--- src/rtl/soc_system_sysid_pkg.sv ---
// Shared types and constants for the system-ID reader.
package soc_system_sysid_pkg;

  typedef enum logic [2:0] {
    StIdle,
    StRdId,
    StWaitId,
    StRdTs,
    StWaitTs,
    StDone
  } sysid_state_e;

  localparam logic [31:0] DEFAULT_EXPECTED_ID        = 32'd4368;
  localparam logic [31:0] DEFAULT_EXPECTED_TIMESTAMP = 32'd1546432878;

  localparam logic SYSID_ADDR_ID = 1'b0;
  localparam logic SYSID_ADDR_TS = 1'b1;

endpackage

--- src/rtl/soc_system_sysid_reader.sv ---
// Avalon-MM master that reads the system-ID and timestamp words once per start
// and compares them against the expected build values.
module soc_system_sysid_reader
  import soc_system_sysid_pkg::*;
#(
  parameter logic [31:0] EXPECTED_ID        = DEFAULT_EXPECTED_ID,
  parameter logic [31:0] EXPECTED_TIMESTAMP = DEFAULT_EXPECTED_TIMESTAMP,
  parameter int unsigned TIMEOUT_CYCLES     = 255
) (
  input  logic        clock,
  input  logic        reset_n,
  input  logic        start,
  output logic        busy,
  output logic        done,
  output logic        pass,
  output logic        id_ok,
  output logic        ts_ok,
  output logic        timeout,
  output logic [31:0] id_value,
  output logic [31:0] ts_value,
  output logic        avm_address,
  output logic        avm_read,
  input  logic        avm_waitrequest,
  input  logic [31:0] avm_readdata,
  input  logic        avm_readdatavalid
);

  localparam int unsigned CntW = $clog2(TIMEOUT_CYCLES + 1);
  // Counter value in the last cycle a transaction may still complete.
  localparam logic [CntW-1:0] CntLast = CntW'(TIMEOUT_CYCLES - 1);

  sysid_state_e state_q, state_d;
  logic [CntW-1:0] cnt_q, cnt_d;
  logic [31:0] id_value_q, id_value_d, ts_value_q, ts_value_d;
  logic id_ok_q, id_ok_d, ts_ok_q, ts_ok_d, timeout_q, timeout_d;

  logic in_rd, in_wait, accepted, got_data, expired;

  assign in_rd    = (state_q == StRdId) || (state_q == StRdTs);
  assign in_wait  = (state_q == StWaitId) || (state_q == StWaitTs);
  assign accepted = in_rd && !avm_waitrequest;
  // Zero-latency data is only honoured in the acceptance cycle itself.
  assign got_data = (in_wait || accepted) && avm_readdatavalid;
  assign expired  = (in_rd || in_wait) && (cnt_q == CntLast) && !got_data;

  always_comb begin
    state_d    = state_q;
    cnt_d      = cnt_q;
    id_value_d = id_value_q;
    ts_value_d = ts_value_q;
    id_ok_d    = id_ok_q;
    ts_ok_d    = ts_ok_q;
    timeout_d  = timeout_q;

    if (in_rd || in_wait) begin
      cnt_d = cnt_q + CntW'(1);
    end

    unique case (state_q)
      StIdle: begin
        if (start) begin
          state_d   = StRdId;
          cnt_d     = '0;
          id_ok_d   = 1'b0;
          ts_ok_d   = 1'b0;
          timeout_d = 1'b0;
        end
      end
      StRdId, StWaitId: begin
        if (got_data) begin
          id_value_d = avm_readdata;
          id_ok_d    = (avm_readdata == EXPECTED_ID);
          state_d    = StRdTs;
          cnt_d      = '0;
        end else if (expired) begin
          timeout_d = 1'b1;
          state_d   = StDone;
        end else if (accepted) begin
          state_d = StWaitId;
        end
      end
      StRdTs, StWaitTs: begin
        if (got_data) begin
          ts_value_d = avm_readdata;
          ts_ok_d    = (avm_readdata == EXPECTED_TIMESTAMP);
          state_d    = StDone;
        end else if (expired) begin
          timeout_d = 1'b1;
          state_d   = StDone;
        end else if (accepted) begin
          state_d = StWaitTs;
        end
      end
      StDone: begin
        state_d = StIdle;
      end
      default: begin
        state_d = StIdle;
      end
    endcase
  end

  always_ff @(posedge clock) begin
    if (!reset_n) begin
      state_q    <= StIdle;
      cnt_q      <= '0;
      id_value_q <= '0;
      ts_value_q <= '0;
      id_ok_q    <= 1'b0;
      ts_ok_q    <= 1'b0;
      timeout_q  <= 1'b0;
    end else begin
      state_q    <= state_d;
      cnt_q      <= cnt_d;
      id_value_q <= id_value_d;
      ts_value_q <= ts_value_d;
      id_ok_q    <= id_ok_d;
      ts_ok_q    <= ts_ok_d;
      timeout_q  <= timeout_d;
    end
  end

  assign busy        = (state_q != StIdle);
  assign done        = (state_q == StDone);
  assign avm_read    = in_rd;
  assign avm_address = (state_q == StRdTs) ? SYSID_ADDR_TS : SYSID_ADDR_ID;
  assign id_ok       = id_ok_q;
  assign ts_ok       = ts_ok_q;
  assign timeout     = timeout_q;
  assign pass        = id_ok_q && ts_ok_q && !timeout_q;
  assign id_value    = id_value_q;
  assign ts_value    = ts_value_q;

endmodule
--- config.mk ---
export PLATFORM = sky130hd
export DESIGN_NAME = soc_system_sysid_reader
export DESIGN_NICKNAME = d
export VERILOG_FILES = /design/src/rtl/soc_system_sysid_pkg.sv /design/src/rtl/soc_system_sysid_reader.sv
export SDC_FILE = /design/constraint.sdc
export NUM_CORES = 1
export LEC_CHECK = 0
export ABC_CLOCK_PERIOD_IN_PS = 2000
export CAP_MARGIN = 20
export CORE_UTILIZATION = 46
export DETAILED_ROUTE_END_ITERATION = 6
export PLACE_DENSITY = 0.8
export SETUP_SLACK_MARGIN = 0.3
export SLEW_MARGIN = 30
export SYNTH_ARGS = -nofsm -noshare
export SYNTH_HDL_FRONTEND = slang
export SYNTH_SLANG_ARGS = --single-unit
--- constraint.sdc ---
create_clock -name clock -period 2 [get_ports clock]
set_clock_uncertainty 0.2 [all_clocks]
set_input_delay 0.2 -clock clock [delete_from_list [all_inputs] [get_ports clock]]
set_output_delay 0.2 -clock clock [all_outputs]
set_load 0.02 [all_outputs]
==> impl_metrics.json <==
{
  "outcome": "finished, final reports clean",
  "grt_pass1_wl_um": 14600,
  "drt_wl_total_um": 9820,
  "reg2reg_to": "id_value[26]",
  "diodes": 0,
  "period_needed_ns": 1.74,
  "final-seq-area_mm2": 0.00158,
  "drc": 0,
  "drv_cap": 0,
  "ys_ff_latch": 78,
  "dpl_worst_slack_ns": -0.0125,
  "core_mm2": 0.00694,
  "finalWorstSetupSlack_ns": 0.257,
  "ant_nets": 0,
  "start_util": 0.487,
  "fin_crit_sh": 0.871,
  "rsz0062_at_grt": "yes",
  "hold_depth": 4,
  "die-area_mm2": 0.00769,
  "cts.path.max_buffers": 2,
  "hold_buffers": 0,
  "final_nets": 533,
  "seq_area_frac_synth": 0.462,
  "vias": 3195,
  "synthFlopType": "dfxtp_1",
  "gp_congestion": 0.873,
  "htree_levels": 3,
  "r2r_slack_ns": 0.28,
  "grt_max_degree": 104,
  "power_density_mw_per_mm2": 680,
  "crit_start": "state_q[2]",
  "synthCells": 366,
  "final_util": 0.737,
  "async_flop_share": 0,
  "critPathCaptureType": "primary output",
  "total_power_mw": 3.48,
  "fillCellCount": 515,
  "antenna_found_initial": 0,
  "dr.pass1.iters": 4,
  "ir_worst_vdd_uv": 360,
  "hold_end": "ts_value[22]",
  "path_max_fanout": 9,
  "worst-r2r-cell-count": 7,
  "cts_made_buffers": 9,
  "io_buffers": 108,
  "clock_sinks": 78,
  "dr_wl_met3_um": 740,
  "multi_input_area_mm2": 0.00179,
  "vias_per_cell": 5.37,
  "min-delay-start": "reset_n",
  "syn_area_per_cell_um2": 9.23,
  "netlist_area_mm2": 0.00338,
  "slew_viol_final": 0,
  "max_freq_mhz": 574,
  "rows": 30,
  "synth-edff-count": 0,
  "grt_pass1_vias": 2984,
  "critPathKind": "register to primary output",
  "worstMarginPinSlew_ns": 0.444,
  "clk_latency_ns": 0.34,
  "m1WireLength_um": 4190,
  "start_kind": "register",
  "route.met2.wl_um": 4690,
  "drtIter0Drc": 126,
  "postLayoutCellArea_mm2": 0.00512,
  "slew_headroom": 0.701,
  "place_area_mm2": 0.00462,
  "die_x_um": 87.7,
  "synth_cell_types": 48,
  "top_layer": "met4",
  "wl_per_cell_um": 16.5,
  "crit_arrival_ns": 1.34,
  "syn2layout_area_growth_pct": 51.5,
  "hp-class": "input pin to register",
  "root_buffer": "clkbuf_8",
  "cts_tree": "done",
  "track_usage": 0.250,
  "ioPinCount": 109,
  "die_h_um": 87.7,
  "clk_pin_slew_worst_paths_ns": 0.08,
  "cellLeakagePower_nw": 2.46,
  "drive_gt1_frac": 0.164,
  "syn-num-nets": 405,
  "rr_startpoint": "state_q[0]",
  "required_ns": 1.60,
  "dp_hpwl_um": 6120,
  "gr-total-overflow": 0,
  "yosysWarnings": 0,
  "setup_violations": 0,
  "hold_viol_final": 0
}
-- power by group --
part | switching (mW) | internal [mW]
sequential | 0.0401 | 1.60
combinational | 0.338 | 0.329
clock | 0.558 | 0.613
total | 0.937 | 2.54
-- how the worst max path moves through the flow --
stage                              end  slack, ns  cells after the start
final                      avm_address       0.26                      3
after CTS                  avm_address       0.12                      3
after global placement        cnt_q[1]       0.03                      5
after global routing      ts_value[21]       0.20                      6
after detailed placement      cnt_q[1]      -0.01                      5
after floorplan             state_q[2]       0.30                      6
-- area by class of cell --
class | instances | area share
Inverter | 5 | 0.00416
Tap cell | 96 | 0.0235
Multi-Input combinational cell | 258 | 0.351
Sequential cell | 78 | 0.308
Clock inverter | 3 | 0.00856
Timing Repair Buffer | 142 | 0.276
Clock buffer | 13 | 0.0291
-- per-stage QoR --
| step | instances | setup TNS (ns) | hold WS (ns) |
|---|---|---|---|
| after detailed placement | 561 | -0.0183 | 0.253 |
| after global routing | 595 | 0 | 0.255 |
| after floorplan | 366 | 0 | 0.133 |
| after global placement | 561 | 0 | 0.248 |
| after CTS | 584 | 0 | 0.216 |
| final | 595 | 0 | 0.212 |
-- critical path, cell delays in order (launching register included) --
cell      delay (ns)
dfxtp_4         0.41
and2b_1         0.21
and2_2          0.22
clkbuf_2        0.16
-- cells in the mapped netlist, types with 2 or more instances --
library cell  number  area (um2)
dfxtp_1           78        1560
nand2_1           38         143
nand3_1           37         185
nor2b_1           37         231
mux2i_1           35         350
o21ai_0           24         120
clkbuf_1          14        52.6
o21ai_1           12        60.1
nor2_1            11        41.3
buf_2              7        35.0
nor3_1             7        35.0
nor4_1             7        43.8
xnor2_1            7        61.3
inv_1              5        18.8
nand4_1            5        31.3
buf_6              3        33.8
a21oi_1            2        10.0
ha_1               2        25.0
nor3b_2            2        25.0
nor4b_1            2        17.5
o211ai_1           2        15.0
o21a_1             2        15.0
xor2_1             2        17.5
-- registers in the layout, summed over array words and instances, names as in the netlist --
register / flops
cnt_q: 8
id_ok: 1
id_value: 32
state_q: 3
timeout: 1
ts_ok: 1
ts_value: 32
-- layout by cell type (no fill, tap or decap), types with 2 or more instances in the layout --
master	Yosys	layout
clkbuf_1	14	3
nand3_1	37	36
dlygate4sd2_1	0	60
mux2i_1	35	31
clkbuf_8	0	10
nor2b_1	37	36
nand4_1	5	5
o211ai_1	2	2
nor2_1	11	11
nor4_2	0	2
clkbuf_2	1	2
clkdlybuf4s50_1	0	35
mux2i_2	0	3
dfxtp_1	78	73
nor3_2	0	2
o21ai_4	1	2
clkbuf_16	0	3
buf_6	3	5
xnor2_1	7	7
nor4_1	7	5
buf_4	0	20
xor2_1	2	2
dlymetal6s2s_1	0	9
buf_2	7	2
o21ai_0	24	24
dfxtp_4	0	4
inv_1	5	3
buf_12	0	4
a21oi_1	2	2
nand2_1	38	38
nor3_1	7	5
o21ai_1	12	12
-- what timing repair did --
action | 4_1_cts | 5_1_grt
gates cloned | 1 | 3
resized for setup | 79 | 45
pin swaps | 3 | 3
endpoints found under the setup margin | 140 | 90
setup buffers | 6 | 8
-- per-layer routing --
layer	track usage	up-vias
met5	0	-
met4	0.0909	0
met3	0.0801	18
met2	0.397	132
met1	0.317	1507
li1	-	1538
-- kinds of logic after synthesis --
kind of cell,share of synthesized area
xor+xnor,0.0233
fa+ha+maj,0.00740
flops,0.462
simple gates,0.260
mux,0.104
buf+inv,0.0429
compound gates,0.101
Power figures use the tool's default switching activity.
